**config.mk**
```make
export PLATFORM = sky130hd
export DESIGN_NAME = acc_serializer
export DESIGN_NICKNAME = d
export VERILOG_FILES = /design/src/rtl/acc_serializer_pkg.sv /design/src/rtl/acc_serializer_q_requant.sv /design/src/rtl/acc_serializer.sv
export SDC_FILE = /design/constraint.sdc
export NUM_CORES = 2
export LEC_CHECK = 0
export ABC_AREA = 1
export BUFFER_PORTS_ARGS = -buffer_cell sky130_fd_sc_hd__buf_2
export CAP_MARGIN = 20
export CORE_MARGIN = 5
export CORE_UTILIZATION = 55
export CTS_CLUSTER_DIAMETER = 80
export DETAILED_ROUTE_END_ITERATION = 16
export GPL_TIMING_DRIVEN = 0
export PLACE_DENSITY = 0.77
export SYNTH_ARGS = -nofsm -noshare
export SYNTH_HDL_FRONTEND = slang
export SYNTH_SLANG_ARGS = --single-unit
```
**constraint.sdc**
```tcl
create_clock -name clk -period 49.9 [get_ports clk]
set_input_delay 9.98 -clock clk [delete_from_list [all_inputs] [get_ports clk]]
set_output_delay 9.98 -clock clk [all_outputs]
set_load 0.05 [all_outputs]
```
**src/rtl/acc_serializer_pkg.sv**
```systemverilog
// acc_serializer_pkg: shared widths, types and the accumulator-to-Q requantizer.
package acc_serializer_pkg;
  localparam int ACC_SIZE = 32;
  localparam int Q_SIZE = 16;
  localparam int FRAC_SHIFT = 8;
  typedef logic signed [ACC_SIZE-1:0] acc_t;
  typedef logic signed [Q_SIZE-1:0] q_t;
  typedef enum logic [1:0] {IDLE, SHIFT, SHIFT_PEND} state_t;
  localparam logic signed [ACC_SIZE:0] RND = ((ACC_SIZE+1)'(1) << FRAC_SHIFT) >> 1;
  localparam logic signed [ACC_SIZE:0] Q_MAX = (ACC_SIZE+1)'((64'sd1 <<< (Q_SIZE-1)) - 64'sd1);
  localparam logic signed [ACC_SIZE:0] Q_MIN = ~Q_MAX;
  // One extra bit keeps the rounding add from wrapping at the positive extreme.
  function automatic q_t acc_to_q(acc_t acc);
    logic signed [ACC_SIZE:0] r;
    r = ($signed({acc[ACC_SIZE-1], acc}) + RND) >>> FRAC_SHIFT;
    return r > Q_MAX ? q_t'(Q_MAX) : r < Q_MIN ? q_t'(Q_MIN) : q_t'(r);
  endfunction
endpackage

```
**src/rtl/acc_serializer_q_requant.sv**
```systemverilog
// q_requant: combinational round-half-up and saturate of one accumulator lane.
module q_requant
  import acc_serializer_pkg::*;
(
  input  acc_t acc,
  output q_t   q
);
  assign q = acc_to_q(acc);
endmodule

```
**src/rtl/acc_serializer.sv**
```systemverilog
// acc_serializer: captures requantized accumulator lanes and streams them one per cycle,
// with a holding bank so the next capture can overlap the current shift-out.
module acc_serializer
  import acc_serializer_pkg::*;
#(
  parameter int NU_COUNT = 16
) (
  input  logic                                  clk,
  input  logic                                  reset,
  input  logic                                  update,
  input  logic                                  shift,
  input  logic [NU_COUNT-1:0][ACC_SIZE-1:0]     acc_in,
  input  logic                                  clear_overrun,
  output q_t                                    q_out,
  output logic                                  q_valid,
  output logic                                  pending,
  output logic                                  busy,
  output logic [$clog2(NU_COUNT+1)-1:0]         remaining,
  output logic                                  overrun
);
  localparam int RW = $clog2(NU_COUNT+1);
  state_t state, state_nx;
  logic [RW-1:0] rem_nx;
  logic ov_nx, last, xfer, load, hold, pop;
  q_t conv [NU_COUNT];
  q_t sbank [NU_COUNT];
  q_t sbank_nx [NU_COUNT];
  q_t hbank [NU_COUNT];
  q_t hbank_nx [NU_COUNT];
  q_t shifted [NU_COUNT];
  for (genvar i = 0; i < NU_COUNT; i++) begin : g_rq
    q_requant u_rq (.acc(acc_t'(acc_in[i])), .q(conv[i]));
  end
  // A frame enters the shift bank when it empties this cycle (or already is empty);
  // otherwise it parks in the holding bank, replacing anything already parked.
  always_comb begin
    last = remaining == RW'(1) && shift;
    xfer = state == SHIFT_PEND && last;
    load = update && (state == IDLE || (state == SHIFT && last));
    hold = update && !load;
    pop = shift && state != IDLE;
    state_nx = hold ? SHIFT_PEND : (load || xfer) ? SHIFT : last ? IDLE : state;
    rem_nx = (load || xfer) ? RW'(NU_COUNT) : pop ? remaining - RW'(1) : remaining;
    ov_nx = (update && state == SHIFT_PEND && !xfer) || (overrun && !clear_overrun);
    for (int i = 0; i < NU_COUNT - 1; i++) shifted[i] = sbank[i+1];
    shifted[NU_COUNT-1] = '0;
    for (int i = 0; i < NU_COUNT; i++) begin
      sbank_nx[i] = load ? conv[i] : xfer ? hbank[i] : pop ? shifted[i] : sbank[i];
      hbank_nx[i] = hold ? conv[i] : hbank[i];
    end
  end
  always_ff @(posedge clk or posedge reset) begin
    if (reset) begin
      state <= IDLE;
      remaining <= '0;
      overrun <= 1'b0;
      for (int i = 0; i < NU_COUNT; i++) begin
        sbank[i] <= '0;
        hbank[i] <= '0;
      end
    end else begin
      state <= state_nx;
      remaining <= rem_nx;
      overrun <= ov_nx;
      for (int i = 0; i < NU_COUNT; i++) begin
        sbank[i] <= sbank_nx[i];
        hbank[i] <= hbank_nx[i];
      end
    end
  end
  assign q_out = sbank[0];
  assign q_valid = state != IDLE;
  assign pending = state == SHIFT_PEND;
  assign busy = q_valid || pending;
endmodule

```
==> results_tabular.tex <==
\begin{tabular}{lr}
\hline
Metric & Value \\
\hline
\multicolumn{2}{l}{\textbf{STA}} \\
Min Clock Period, post-route & 12.15 ns \\
Transition at the pin with the smallest max-transition slack & 1.15 ns \\
Worst rel slew slack & 0.230 \\
Number of endpoints with negative hold slack in the final report & 0 \\
Finish-stage setup viols & 0 \\
Post-route clock period utilization & 0.244 \\
Slew Limit Fails & 0 \\
Maximum clock frequency & 82.3 MHz \\
Clock skew & 0.0229 ns \\
Summed negative setup slack over all endpoints & 0 ns \\
RSZ-0062 raised after global routing & false \\
\multicolumn{2}{l}{\textbf{Place}} \\
HPWL reported at the end of detailed placement & 100000 um \\
Final weighted congestion in routability-driven placement & 0.978 \\
Dpl cell area & 43300 um\^{}2 \\
Count of buffers from port buffering & 429 \\
\multicolumn{2}{l}{\textbf{Global route}} \\
Vias in the first global route & 38900 \\
Wire length of the first global-routing pass & 200000 um \\
Number of antenna violations at the first check in global routing & 33 \\
Overflow after GRT & 0 \\
Maximum number of pins on one net before global-route repair & 103 \\
Overall routing resource usage & 0.311 \\
\multicolumn{2}{l}{\textbf{Power and ir drop}} \\
NetSw & 562 uW \\
Pleak & 0.0246 uW \\
Total internal power & 958 uW \\
IR Drop Worst-Case VDD & 0.0249 mV \\
Fraction of power consumed by sequential logic & 0.395 \\
Gate power share & 0.321 \\
Power density normalized to cell area & 33.6 nW/um\^{}2 \\
Clock network fraction of design power & 0.284 \\
Switching share of total power & 0.370 \\
\multicolumn{2}{l}{\textbf{CTS}} \\
Clock-pin slew reported for the worst setup and hold paths after clock tree synthesis & 0.06 ns \\
Number of hold buffers added after cts & 0 \\
Number of buffers inserted by post-CTS setup repair & 0 \\
TritonCTS Sinks & 520 \\
CTS tree & done \\
Post-CTS resize count & 0 \\
Worst-case clock buffer depth & 3 \\
Root Buffer Master & sky130\_fd\_sc\_hd\_\_clkbuf\_16 \\
H-tree level count & 2 \\
Clock buffers created by TritonCTS & 56 \\
Clock latency on the worst-skew pair & 0.62 ns \\
\multicolumn{2}{l}{\textbf{Layout}} \\
Commonest non-fill, non-tap cells in the layout & sky130\_fd\_sc\_hd\_\_nand2\_1 (2706), sky130\_fd\_sc\_hd\_\_inv\_1 (699), sky130\_fd\_sc\_hd\_\_nor2\_1 (615), sky130\_fd\_sc\_hd\_\_dfrtp\_1 (520), sky130\_fd\_sc\_hd\_\_buf\_2 (515) \\
Final cell utilization of the core & 0.632 \\
Nets & 7520 \\
Layout cells sized above 1 & 0.122 \\
Post-synthesis to final-layout area growth & 13.9\% \\
Filler cell count & 6852 \\
Final std cell area, no fill & 45300 um\^{}2 \\
Leading cell type in the layout, fill and taps excluded & sky130\_fd\_sc\_hd\_\_nand2\_1 \\
\multicolumn{2}{l}{\textbf{Drt}} \\
First-pass DRT Iterations & 6 \\
Total via count after detailed routing & 42100 \\
Routed WL & 127000 um \\
Detailed Route Iter0 Violations & 3823 \\
Post-DR vias/cell & 5.25 \\
Antenna Violating Nets Remaining & 0 \\
\# DRC & 0 \\
Per-cell routed wire length & 15.8 um \\
\multicolumn{2}{l}{\textbf{Setup path}} \\
R2R Path End & hbank[151]\$\_DFFE\_PP0P\_ \\
Setup slack, reg-to-reg & 46.60 ns \\
Maximum net fanout on the critical path & 10 \\
Arrival @ worst endpoint & 12.67 ns \\
Capturing element type of the critical path & flop \\
Required time at the endpoint of the critical path & 50.42 ns \\
Reg2reg path depth & 11 \\
Startpoint of the lowest-slack register-to-register path & remaining[1]\$\_DFFE\_PP0P\_ \\
Critical path class & input pin to flop \\
Worst Setup Start Kind & input pin \\
\multicolumn{2}{l}{\textbf{Hold path}} \\
Source of the worst hold timing path & sbank[133]\$\_DFFE\_PP0P\_ \\
Worst Hold Depth & 2 \\
Min-Delay Endpoint & sbank[133]\$\_DFFE\_PP0P\_ \\
Classification of the worst-slack hold path & flop to flop \\
\multicolumn{2}{l}{\textbf{Die}} \\
Horizontal die dimension & 279 um \\
Initial Utilization & 0.555 \\
Top-Level Pins & 542 \\
Floorplan row count & 98 \\
Die footprint & 77800 um\^{}2 \\
Area of the core region & 71600 um\^{}2 \\
Chip Height & 279 um \\
\multicolumn{2}{l}{\textbf{Logic synthesis}} \\
Synthesized area & 39800 um\^{}2 \\
Most frequently used flop master after synthesis & sky130\_fd\_sc\_hd\_\_dfrtp\_1 \\
Count of cell types in the netlist & 43 \\
Proportion of synthesized chip area in sequential cells & 0.327 \\
Post-synthesis area per instance & 6.13 um\^{}2 \\
Post-Synthesis Cells & 6489 \\
Post-synthesis sequential element count & 520 \\
Syn nets & 7024 \\
EDFF count, synth & 0 \\
Warning count from the yosys run & 0 \\
Proportion of register bits with asynchronous set or reset after synthesis & 1.00 \\
\multicolumn{2}{l}{\textbf{Run}} \\
Maximum capacitance violations & 0 \\
\multicolumn{2}{l}{\textbf{Run status}} \\
Status & finished clean \\
\hline
\end{tabular}
-- critical path: stages --
cell and delay, ns:
sky130_fd_sc_hd__buf_2 0.14, sky130_fd_sc_hd__nand4_1 0.24, sky130_fd_sc_hd__inv_2 0.09, sky130_fd_sc_hd__nor2_2 0.17
sky130_fd_sc_hd__o21ai_0 0.18, sky130_fd_sc_hd__inv_2 0.22, sky130_fd_sc_hd__clkbuf_1 0.84, sky130_fd_sc_hd__clkbuf_1 0.57
sky130_fd_sc_hd__nand2_1 0.13, sky130_fd_sc_hd__o21ai_1 0.11
-- per-layer routing --
| layer | part of all wire | global-route usage | vias up | routed length (um) |
|---|---|---|---|---|
| met5 | 0.00055 | 0 | - | 70 |
| met4 | 0.033 | 0.102 | 10 | 4170 |
| met3 | 0.078 | 0.0546 | 265 | 9900 |
| met2 | 0.46 | 0.511 | 1465 | 58300 |
| met1 | 0.43 | 0.420 | 19200 | 54200 |
| li1 | - | - | 21100 | - |
-- how the worst max path moves through the flow --
stage | endpoint | start | slack (ns)
finish | hbank[151]$_DFFE_PP0P_ | shift | 37.75
global route | sbank[192]$_DFFE_PP0P_ | shift | 37.69
CTS | sbank[110]$_DFFE_PP0P_ | shift | 37.81
detailed placement | sbank[110]$_DFFE_PP0P_ | shift | 37.18
global placement | sbank[101]$_DFFE_PP0P_ | reset | 19.70
floorplan | hbank[0]$_DFFE_PP0P_ | reset | 25.39
-- flip-flops by register name, summed over array words and instances, names as in the netlist --
| name | count |
|---|---|
| state | 2 |
| sbank | 240 |
| hbank | 256 |
| overrun | 1 |
| remaining | 5 |
| q_out | 16 |
-- power by group through the flow --
stage          combinational [uW]  clock (uW)  sequential (uW)
2_1_floorplan                 336           0              590
3_3_place_gp                  470           0              602
3_5_place_dp                  480           0              603
4_1_cts                       485         435              598
5_1_grt                       551         452              611
6_report                      489         431              600
-- cell usage after synthesis, types with 18 or more instances --
| library cell | number | area (um^2) |
|---|---|---|
| sky130_fd_sc_hd__o21ai_1 | 108 | 541 |
| sky130_fd_sc_hd__buf_4 | 49 | 368 |
| sky130_fd_sc_hd__nand3_1 | 488 | 2440 |
| sky130_fd_sc_hd__buf_2 | 86 | 430 |
| sky130_fd_sc_hd__nand4_1 | 24 | 150 |
| sky130_fd_sc_hd__clkbuf_1 | 133 | 499 |
| sky130_fd_sc_hd__and2_1 | 21 | 131 |
| sky130_fd_sc_hd__nand2_2 | 84 | 526 |
| sky130_fd_sc_hd__nor2_2 | 39 | 244 |
| sky130_fd_sc_hd__nand2_1 | 2706 | 10200 |
| sky130_fd_sc_hd__nor2_1 | 615 | 2310 |
| sky130_fd_sc_hd__buf_6 | 19 | 214 |
| sky130_fd_sc_hd__dfrtp_1 | 520 | 13000 |
| sky130_fd_sc_hd__ha_1 | 18 | 225 |
| sky130_fd_sc_hd__o21ai_0 | 347 | 1740 |
| sky130_fd_sc_hd__nor3_1 | 37 | 185 |
| sky130_fd_sc_hd__xor2_1 | 146 | 1280 |
| sky130_fd_sc_hd__nand3b_1 | 74 | 556 |
| sky130_fd_sc_hd__a31oi_1 | 90 | 563 |
| sky130_fd_sc_hd__inv_1 | 700 | 2630 |
| sky130_fd_sc_hd__xnor2_1 | 91 | 797 |
-- area by class of cell --
class,instances,area [um^2],area share
Multi-Input combinational cell,4962,22500,0.497
Sequential cell,520,13000,0.287
Inverter,711,2680,0.0591
Timing Repair Buffer,438,2340,0.0517
Clock buffer,84,1700,0.0375
Buffer,296,1600,0.0353
Tap cell,950,1190,0.0263
Clock inverter,17,209,0.00462
Antenna cell,26,65.1,0.00144
-- through the flow --
step	setup WS (ns)	hold WS, ns	instances	total power [uW]
after CTS	37.81	0.481	7977	1520
after detailed placement	37.18	0.466	7876	1080
final	37.75	0.477	8004	1520
after global placement	19.70	0.463	7868	1070
after floorplan	25.39	0.449	6489	927
after global routing	37.69	0.495	7989	1610
-- kinds of logic after synthesis --
logic type,synth area share
AND/OR/NAND/NOR,0.425
AO/OA/AOI/OAI,0.0827
XOR/XNOR,0.0522
flip-flops,0.327
adder cells (fa/ha/maj),0.00566
buffers and inverters,0.107
Power figures use the tool's default switching activity.
